### config.mk
export PLATFORM = sky130hd
export DESIGN_NAME = axis_fir_reload_flat
export DESIGN_NICKNAME = d
export VERILOG_FILES = /design/src/rtl/axis_fir_reload_if.sv /design/src/rtl/axis_fir_reload.sv /design/src/flat_wrapper.sv
export SDC_FILE = /design/constraint.sdc
export NUM_CORES = 1
export LEC_CHECK = 0
export CORE_MARGIN = 2
export CORE_UTILIZATION = 50
export CTS_CLUSTER_DIAMETER = 200
export CTS_CLUSTER_SIZE = 20
export DETAILED_ROUTE_END_ITERATION = 8
export MAX_ROUTING_LAYER = met4
export PLACE_DENSITY = 0.69
export SLEW_MARGIN = 30
export SYNTH_ARGS = -nofsm -noshare
export SYNTH_HDL_FRONTEND = slang
export SYNTH_SLANG_ARGS = --single-unit
### constraint.sdc
create_clock -name clk -period 8.7 [get_ports clk]
set_clock_uncertainty 0.05 [all_clocks]
set_input_delay 1.74 -clock clk [delete_from_list [all_inputs] [get_ports clk]]
set_output_delay 1.74 -clock clk [all_outputs]
set_load 0.005 [all_outputs]
### src/rtl/axis_fir_reload_if.sv
// AXI-Stream channel bundle shared by the sample, coefficient and result ports of axis_fir_reload.
interface axis_fir_reload_if #(
  parameter int WIDTH = 16
);
  logic [WIDTH-1:0] tdata;
  logic             tvalid;
  logic             tlast;
  logic             tready;

  modport master (output tdata, tvalid, tlast, input tready);
  modport slave  (input tdata, tvalid, tlast, output tready);
endinterface

### src/rtl/axis_fir_reload.sv
// Three-stage AXI-Stream FIR with full backpressure; define FIR_COEFF_RELOAD_EN to enable the
// shadow-bank coefficient reload port, otherwise coefficients are a fixed all-ones set.
module axis_fir_reload #(
  parameter int DATA_WIDTH  = 16,
  parameter int COEFF_WIDTH = 16,
  parameter int N_TAPS      = 16
) (
  input  logic              clk,
  input  logic              rst,
  axis_fir_reload_if.slave  s_axis_data,
  axis_fir_reload_if.slave  s_axis_coeff,
  axis_fir_reload_if.master m_axis,
  output logic              coeff_err
);
  localparam int OUT_WIDTH  = DATA_WIDTH + COEFF_WIDTH + $clog2(N_TAPS);
  localparam int PROD_WIDTH = DATA_WIDTH + COEFF_WIDTH;
  localparam int CNT_WIDTH  = $clog2(N_TAPS);

  logic                          en;
  logic signed [DATA_WIDTH-1:0]  x        [N_TAPS];
  logic signed [COEFF_WIDTH-1:0] h_active [N_TAPS];
  logic signed [PROD_WIDTH-1:0]  p        [N_TAPS];
  logic signed [OUT_WIDTH-1:0]   acc;
  logic signed [OUT_WIDTH-1:0]   y;
  logic                          v0, l0, v1, l1, yv, yl;

  assign en                 = !yv || m_axis.tready;
  assign s_axis_data.tready = en;
  assign m_axis.tdata       = y;
  assign m_axis.tvalid      = yv;
  assign m_axis.tlast       = yl;

  always_ff @(posedge clk) begin
    if (rst) begin
      for (int unsigned k = 0; k < N_TAPS; k++) x[k] <= '0;
      v0 <= 1'b0;
      l0 <= 1'b0;
    end else if (en) begin
      v0 <= s_axis_data.tvalid;
      l0 <= s_axis_data.tvalid && s_axis_data.tlast;
      if (s_axis_data.tvalid) begin
        x[0] <= s_axis_data.tdata;
        for (int unsigned k = 1; k < N_TAPS; k++) x[k] <= x[k-1];
      end
    end
  end

  always_ff @(posedge clk) begin
    if (rst) begin
      for (int unsigned k = 0; k < N_TAPS; k++) p[k] <= '0;
      v1 <= 1'b0;
      l1 <= 1'b0;
    end else if (en) begin
      for (int unsigned k = 0; k < N_TAPS; k++)
        p[k] <= PROD_WIDTH'(h_active[k]) * PROD_WIDTH'(x[k]);
      v1 <= v0;
      l1 <= l0;
    end
  end

  always_comb begin
    acc = '0;
    for (int unsigned k = 0; k < N_TAPS; k++) acc = acc + OUT_WIDTH'(p[k]);
  end

  always_ff @(posedge clk) begin
    if (rst) begin
      y  <= '0;
      yv <= 1'b0;
      yl <= 1'b0;
    end else if (en) begin
      y  <= acc;
      yv <= v1;
      yl <= l1;
    end
  end

`ifdef FIR_COEFF_RELOAD_EN
  typedef enum logic {LOAD, DRAIN} cstate_t;

  cstate_t                       state, state_n;
  logic [CNT_WIDTH-1:0]          cnt, cnt_n;
  logic signed [COEFF_WIDTH-1:0] shadow [N_TAPS];
  logic                          beat, wr, swap, err_n;

  assign s_axis_coeff.tready = !rst;
  assign beat                = s_axis_coeff.tvalid && !rst;

  always_comb begin
    state_n = state;
    cnt_n   = cnt;
    wr      = 1'b0;
    swap    = 1'b0;
    err_n   = 1'b0;
    case (state)
      LOAD: begin
        if (beat) begin
          if (cnt == CNT_WIDTH'(N_TAPS - 1)) begin
            cnt_n = '0;
            if (s_axis_coeff.tlast) begin
              wr   = 1'b1;
              swap = 1'b1;
            end else begin
              err_n   = 1'b1;
              state_n = DRAIN;
            end
          end else if (s_axis_coeff.tlast) begin
            err_n = 1'b1;
            cnt_n = '0;
          end else begin
            wr    = 1'b1;
            cnt_n = cnt + CNT_WIDTH'(1);
          end
        end
      end
      DRAIN: begin
        if (beat && s_axis_coeff.tlast) begin
          state_n = LOAD;
          cnt_n   = '0;
        end
      end
      default: state_n = LOAD;
    endcase
  end

  // The final beat bypasses shadow so the whole set lands in h_active on its acceptance edge.
  always_ff @(posedge clk) begin
    if (rst) begin
      state     <= LOAD;
      cnt       <= '0;
      coeff_err <= 1'b0;
      for (int unsigned k = 0; k < N_TAPS; k++) begin
        shadow[k]   <= COEFF_WIDTH'(1);
        h_active[k] <= COEFF_WIDTH'(1);
      end
    end else begin
      state     <= state_n;
      cnt       <= cnt_n;
      coeff_err <= err_n;
      if (wr) shadow[cnt] <= s_axis_coeff.tdata;
      if (swap) begin
        for (int unsigned k = 0; k < N_TAPS - 1; k++) h_active[k] <= shadow[k];
        h_active[N_TAPS-1] <= s_axis_coeff.tdata;
      end
    end
  end
`else
  logic unused_coeff;

  assign unused_coeff        = ^{s_axis_coeff.tdata, s_axis_coeff.tvalid, s_axis_coeff.tlast};
  assign s_axis_coeff.tready = 1'b0;
  assign coeff_err           = 1'b0;

  for (genvar g = 0; g < N_TAPS; g++) begin : g_unity
    assign h_active[g] = COEFF_WIDTH'(1);
  end
`endif

endmodule

### src/flat_wrapper.sv
// flat-port wrapper written by rule: the top's interface ports become plain ports
module axis_fir_reload_flat 
#(
  parameter int DATA_WIDTH  = 16,
  parameter int COEFF_WIDTH = 16,
  parameter int N_TAPS      = 16
)
  (clk, rst, coeff_err, s_axis_data_tdata, s_axis_data_tvalid, s_axis_data_tlast, s_axis_data_tready, s_axis_coeff_tdata, s_axis_coeff_tvalid, s_axis_coeff_tlast, s_axis_coeff_tready, m_axis_tdata, m_axis_tvalid, m_axis_tlast, m_axis_tready);
  axis_fir_reload_if #(.WIDTH((16))) s_axis_data_i ();
  axis_fir_reload_if #(.WIDTH((16))) s_axis_coeff_i ();
  axis_fir_reload_if #(.WIDTH(((16) + (16) + $clog2((16))))) m_axis_i ();
  input  logic clk;
  input  logic rst;
  output logic coeff_err;
  input wire logic [$bits(s_axis_data_i.tdata)-1:0] s_axis_data_tdata;
  input wire logic [$bits(s_axis_data_i.tvalid)-1:0] s_axis_data_tvalid;
  input wire logic [$bits(s_axis_data_i.tlast)-1:0] s_axis_data_tlast;
  output wire logic [$bits(s_axis_data_i.tready)-1:0] s_axis_data_tready;
  input wire logic [$bits(s_axis_coeff_i.tdata)-1:0] s_axis_coeff_tdata;
  input wire logic [$bits(s_axis_coeff_i.tvalid)-1:0] s_axis_coeff_tvalid;
  input wire logic [$bits(s_axis_coeff_i.tlast)-1:0] s_axis_coeff_tlast;
  output wire logic [$bits(s_axis_coeff_i.tready)-1:0] s_axis_coeff_tready;
  output wire logic [$bits(m_axis_i.tdata)-1:0] m_axis_tdata;
  output wire logic [$bits(m_axis_i.tvalid)-1:0] m_axis_tvalid;
  output wire logic [$bits(m_axis_i.tlast)-1:0] m_axis_tlast;
  input wire logic [$bits(m_axis_i.tready)-1:0] m_axis_tready;
  assign s_axis_data_i.tdata = s_axis_data_tdata;
  assign s_axis_data_i.tvalid = s_axis_data_tvalid;
  assign s_axis_data_i.tlast = s_axis_data_tlast;
  assign s_axis_data_tready = s_axis_data_i.tready;
  assign s_axis_coeff_i.tdata = s_axis_coeff_tdata;
  assign s_axis_coeff_i.tvalid = s_axis_coeff_tvalid;
  assign s_axis_coeff_i.tlast = s_axis_coeff_tlast;
  assign s_axis_coeff_tready = s_axis_coeff_i.tready;
  assign m_axis_tdata = m_axis_i.tdata;
  assign m_axis_tvalid = m_axis_i.tvalid;
  assign m_axis_tlast = m_axis_i.tlast;
  assign m_axis_i.tready = m_axis_tready;
  axis_fir_reload #(.DATA_WIDTH(DATA_WIDTH), .COEFF_WIDTH(COEFF_WIDTH), .N_TAPS(N_TAPS)) u_core (.clk(clk), .rst(rst), .s_axis_data(s_axis_data_i), .s_axis_coeff(s_axis_coeff_i), .m_axis(m_axis_i), .coeff_err(coeff_err));
endmodule
### Yosys cells after proc, flatten, opt, wreduce, memory -nomap -nowiden

Memory sizes are Yosys's and may differ from the RTL's.
Cells that the tools add are included.

* bits of input ports: 39
* register bits: 42
* logic and storage cells: 100
* output and inout port bits: 41
* memory bits (writable): 768
* memories: 2

Memory list
* u_core.p: words 16, width 32, rd ports 16, clocked after Yosys merged registers in 0, write ports 16, RTL line axis_fir_reload.sv:22 `logic signed [PROD_WIDTH-1:0] p [N_TAPS];`
* u_core.x: words 16, width 16, rd ports 16, clocked after Yosys merged registers in 0, write ports 16, RTL line axis_fir_reload.sv:20 `logic signed [DATA_WIDTH-1:0] x [N_TAPS];`

* add/sub/neg operators: 15
* reduce and logical (&&, ||, !) cells: 3
* muxes and demuxes: 41
* bitwise gates (word level): 32

Operators by type and width (number)
* 32-bit two-way mux: 16
* 36-bit by 32-bit adder with 36-bit output: 13
* 16-bit two-way mux: 16
* 33-bit by 32-bit adder with 34-bit output: 1
* 32-bit by 32-bit adder with 33-bit output: 1
* 1-bit bitwise OR: 32
* 1-bit two-way mux: 9
* 1-bit logical AND: 1
* 1-bit logical NOT: 1
* 1-bit logical OR: 1

### Logic depth before layout (Yosys ltp)

An unclocked memory read counts as a cell.

* depth after elaboration: 16
* gate-level depth with buffers: 31

### Least setup slack after synthesis

OpenSTA, ideal clock, no wires.

* kind: register to register
* start: memory u_core.p[0][1] (netlist bit)
* end: register u_core.y[33] (netlist: u_core.m_axis.tdata[33])
* library setup time: 122 ps
* clock period less this slack: 8646 ps
* buffers on the path: 0
* arrival time: 8474 ps
* slack: 54 ps
* cell stages (with the launch flop): 30
* cells stage by stage: edfxtp_1 > fa_1 > ha_1 > fa_1 > a21oi_1 > o21bai_1 > a21oi_1 > o21ai_1 > a41oi_1 > a211oi_1 > a41oi_1 > a21oi_1 > fa_1 > fa_1 > inv_1 > fa_1 > fa_1 > fa_1 > fa_1 > inv_1 > fa_1 > ha_1 > a211oi_1 > o21bai_1 > a311oi_2 > nand3_1 > a2111oi_2 > o31ai_1 > a211oi_1 > o21ai_1

RTL lines
* from (decl): RTL line axis_fir_reload.sv:22
* to (signal assigned): RTL line axis_fir_reload.sv:68 `y <= '0;`
* to (signal assigned): RTL line axis_fir_reload.sv:72 `y <= acc;`
* to (decl): RTL line axis_fir_reload.sv:24 `logic signed [OUT_WIDTH-1:0] y;`

==> results.sh <==
export IMPL_crit_required_ns=9.16
export IMPL_cap_viol_max_count=0
export IMPL_die_y_um=248
export IMPL_synth_top_area_share_pct=51.6
export IMPL_core_sq_um=58900
export IMPL_yosys_warnings=0
export IMPL_gr_total_overflow=0
export IMPL_route_met2_wl_um=23100
export IMPL_cp_max_fo=3
export IMPL_rows=89
export IMPL_portBuffers=59
export IMPL_ant_nets=0
export IMPL_vias=15281
export IMPL_tightest_slew_ns=1.07
export IMPL_setup_viol=0
export IMPL_fin_crit_ns=8.66
export IMPL_synth_cell_area_sq_um=29800
export IMPL_grt_max_degree=209
export IMPL_final_cell_mix="edfxtp_1 (512), fa_1 (307), inv_1 (278)"
export IMPL_area_growth_pct=10.1
export IMPL_wire_per_inst_um=17.0
export IMPL_critPathSlowestCell="fa_1"
export IMPL_first_pass_iters=5
export IMPL_crit_type="flip-flop to flip-flop"
export IMPL_final_hold_violation_count=0
export IMPL_layout_commonest_cell="edfxtp_1"
export IMPL_arrival_ns=9.12
export IMPL_grt_first_pass_wirelength_um=84600
export IMPL_wl_met1_um=24900
export IMPL_status="finished clean"
export IMPL_antenna_found_initial=0
export IMPL_drive_gt1_share_pct=8.21
export IMPL_max_slew_margin_rel_pct=28.5
export IMPL_hold_path_class="flip-flop to flip-flop"
export IMPL_avgSynthCellArea_sq_um=14.0
export IMPL_ys_seq_area_share_pct=54.4
export IMPL_max_stage_delay_ns=0.61
export IMPL_clk_root_buffer_cell="clkbuf_16"
export IMPL_place_gp_congestion=0.810
export IMPL_start_util_pct=50.6
export IMPL_synthCells=2126
export IMPL_period_share_pct=99.6
export IMPL_fmaxAchievable_mhz=115
export IMPL_htreeDepth=1
export IMPL_die_area_sq_um=61500
export IMPL_drt_iter0_markers=1141
export IMPL_rsz0062_at_grt="yes"
export IMPL_cts_path_max_buffers=3
export IMPL_async_flop_share_pct=0
export IMPL_maxSlewViolCount=0
export IMPL_yosys_top_cells_area="edfxtp_1 (52%), fa_1 (21%), inv_1 (3.6%), and3_1 (3.5%), and2_1 (3.4%)"
export IMPL_synth_edf_count=512
export IMPL_path_common_cell="fa_2"
export IMPL_fp_dieW_um=248
export IMPL_ys_flop_type="edfxtp_1"
export IMPL_ys_types=61
export IMPL_top_layer="met4"
export IMPL_grt_pass1_vias=16097
export IMPL_clock_sinks=554
export IMPL_track_usage_pct=17.7
export IMPL_synth_top_area_cell="edfxtp_1"
export IMPL_utilization_pct=55.7
export IMPL_clock_latency_ns=0.61
export IMPL_n_antenna_cell=0
export IMPL_final_nets=2620
export IMPL_via_per_inst=5.11
export IMPL_dp_hpwl_um=34100
export IMPL_path_clk_slew_ns=0.10
export IMPL_ios=80
export IMPL_drt_drc_violations_left=0
export IMPL_synth_ff_latch_count=554
export IMPL_dr_wl_met3_um=1740
export IMPL_worstSetupStartpointType="flip-flop"
export IMPL_drt_wl_total_um=50800
export IMPL_tritoncts="built"
export IMPL_fill_cells=4615
export IMPL_crit_path_end_kind="flip-flop"
export IMPL_cts_made_buffers=31
## final cells by class
type | instances | area [sq um] | share of cell area, %
Clock buffer | 43 | 821 | 2.50
Clock inverter | 2 | 17.5 | 0.0534
Inverter | 287 | 1090 | 3.32
Multi-Input combinational cell | 1201 | 12500 | 38.1
Sequential cell | 554 | 16200 | 49.5
Tap cell | 773 | 967 | 2.95
Timing Repair Buffer | 130 | 1170 | 3.58
## metrics by stage
step | worst slack [ns] | area (sq um) | hold WS (ns) | TNS, ns | cells
after global placement | -0.464 | 31500 | 0.388 | -2.77 | 2931
after global routing | -0.252 | 32800 | 0.432 | -1.48 | 2990
after floorplan | 0.0544 | 29800 | 0.382 | 0 | 2127
after detailed placement | -0.478 | 31500 | 0.388 | -3.82 | 2931
final | 0.0362 | 32800 | 0.397 | 0 | 2990
after CTS | 0.000345 | 32600 | 0.401 | 0 | 2986
## repair_timing
action,CTS,global route
gates resized for setup,23,48
hold buffers,0,0
setup endpoints to repair,15,16
setup buffers,10,6
pin swaps,24,72
## cell families after synthesis
kind of cell    count (synthesis)  synth area share (%)
compound gates                186                  4.17
xor+xnor                       44                  1.29
fa+ha+maj                     376                  23.8
buf+inv                       372                  4.73
flops                         554                  54.4
mux                             2                0.0672
other cells                     1                0.0126
simple gates                  591                  11.5
## flip-flops by register name, summed over array words and instances (netlist names)
name / count
u_core.l1: 1
u_core.x: 256
u_core.m_axis.tdata: 36
u_core.v0: 1
u_core.m_axis.tvalid: 1
u_core.p: 256
u_core.v1: 1
u_core.l0: 1
u_core.m_axis.tlast: 1
## final timing paths
path                                         startpoint                 endpoint  slack [ns]  cells past startpoint
worst max-delay path                    u_core.p[0][65]  u_core.m_axis.tdata[35]        0.04                     30
worst min-delay path            u_core.m_axis.tdata[31]  u_core.m_axis.tdata[31]        0.40                      2
worst max register to register          u_core.p[0][65]  u_core.m_axis.tdata[35]        0.04                     30
worst min register to register  u_core.m_axis.tdata[31]  u_core.m_axis.tdata[31]        0.40                      2
## cell usage after synthesis (4+ instances only)
cell type,count
a211oi_1,11
a21o_1,21
a21oi_1,59
a31oi_1,6
a41oi_1,4
and2_1,161
and3_1,166
buf_1,4
buf_2,4
clkbuf_1,75
dfxtp_1,42
edfxtp_1,512
fa_1,318
ha_1,58
inv_1,287
nand2_1,63
nand2b_1,6
nand3_1,17
nor2_1,35
nor2b_1,117
nor3_1,12
o21a_1,7
o21ai_0,12
o21ai_1,24
o31ai_1,5
or3_1,5
xnor2_1,35
xor2_1,9
## worst max-delay path, delay by kind of cell, from the launching register on
kind / cells / cell delay (ns)
buffers and inverters: 3 / 0.27
AOI/OAI and AO/OA: 13 / 2.69
and+or+nand+nor: 3 / 0.34
DFF: 1 / 0.40
adders and majority gates: 11 / 4.78
## per-layer routing
| layer | vias up | GRT usage [%] |
|---|---|---|
| li1 | 7275 | - |
| met1 | 7694 | 26.7 |
| met2 | 249 | 26.5 |
| met3 | 63 | 1.78 |
| met4 | 0 | 3.58 |
| met5 | - | - |
Power is not shown: default switching activity piles up to over one toggle a cycle in this logic, so the estimate is an artifact.
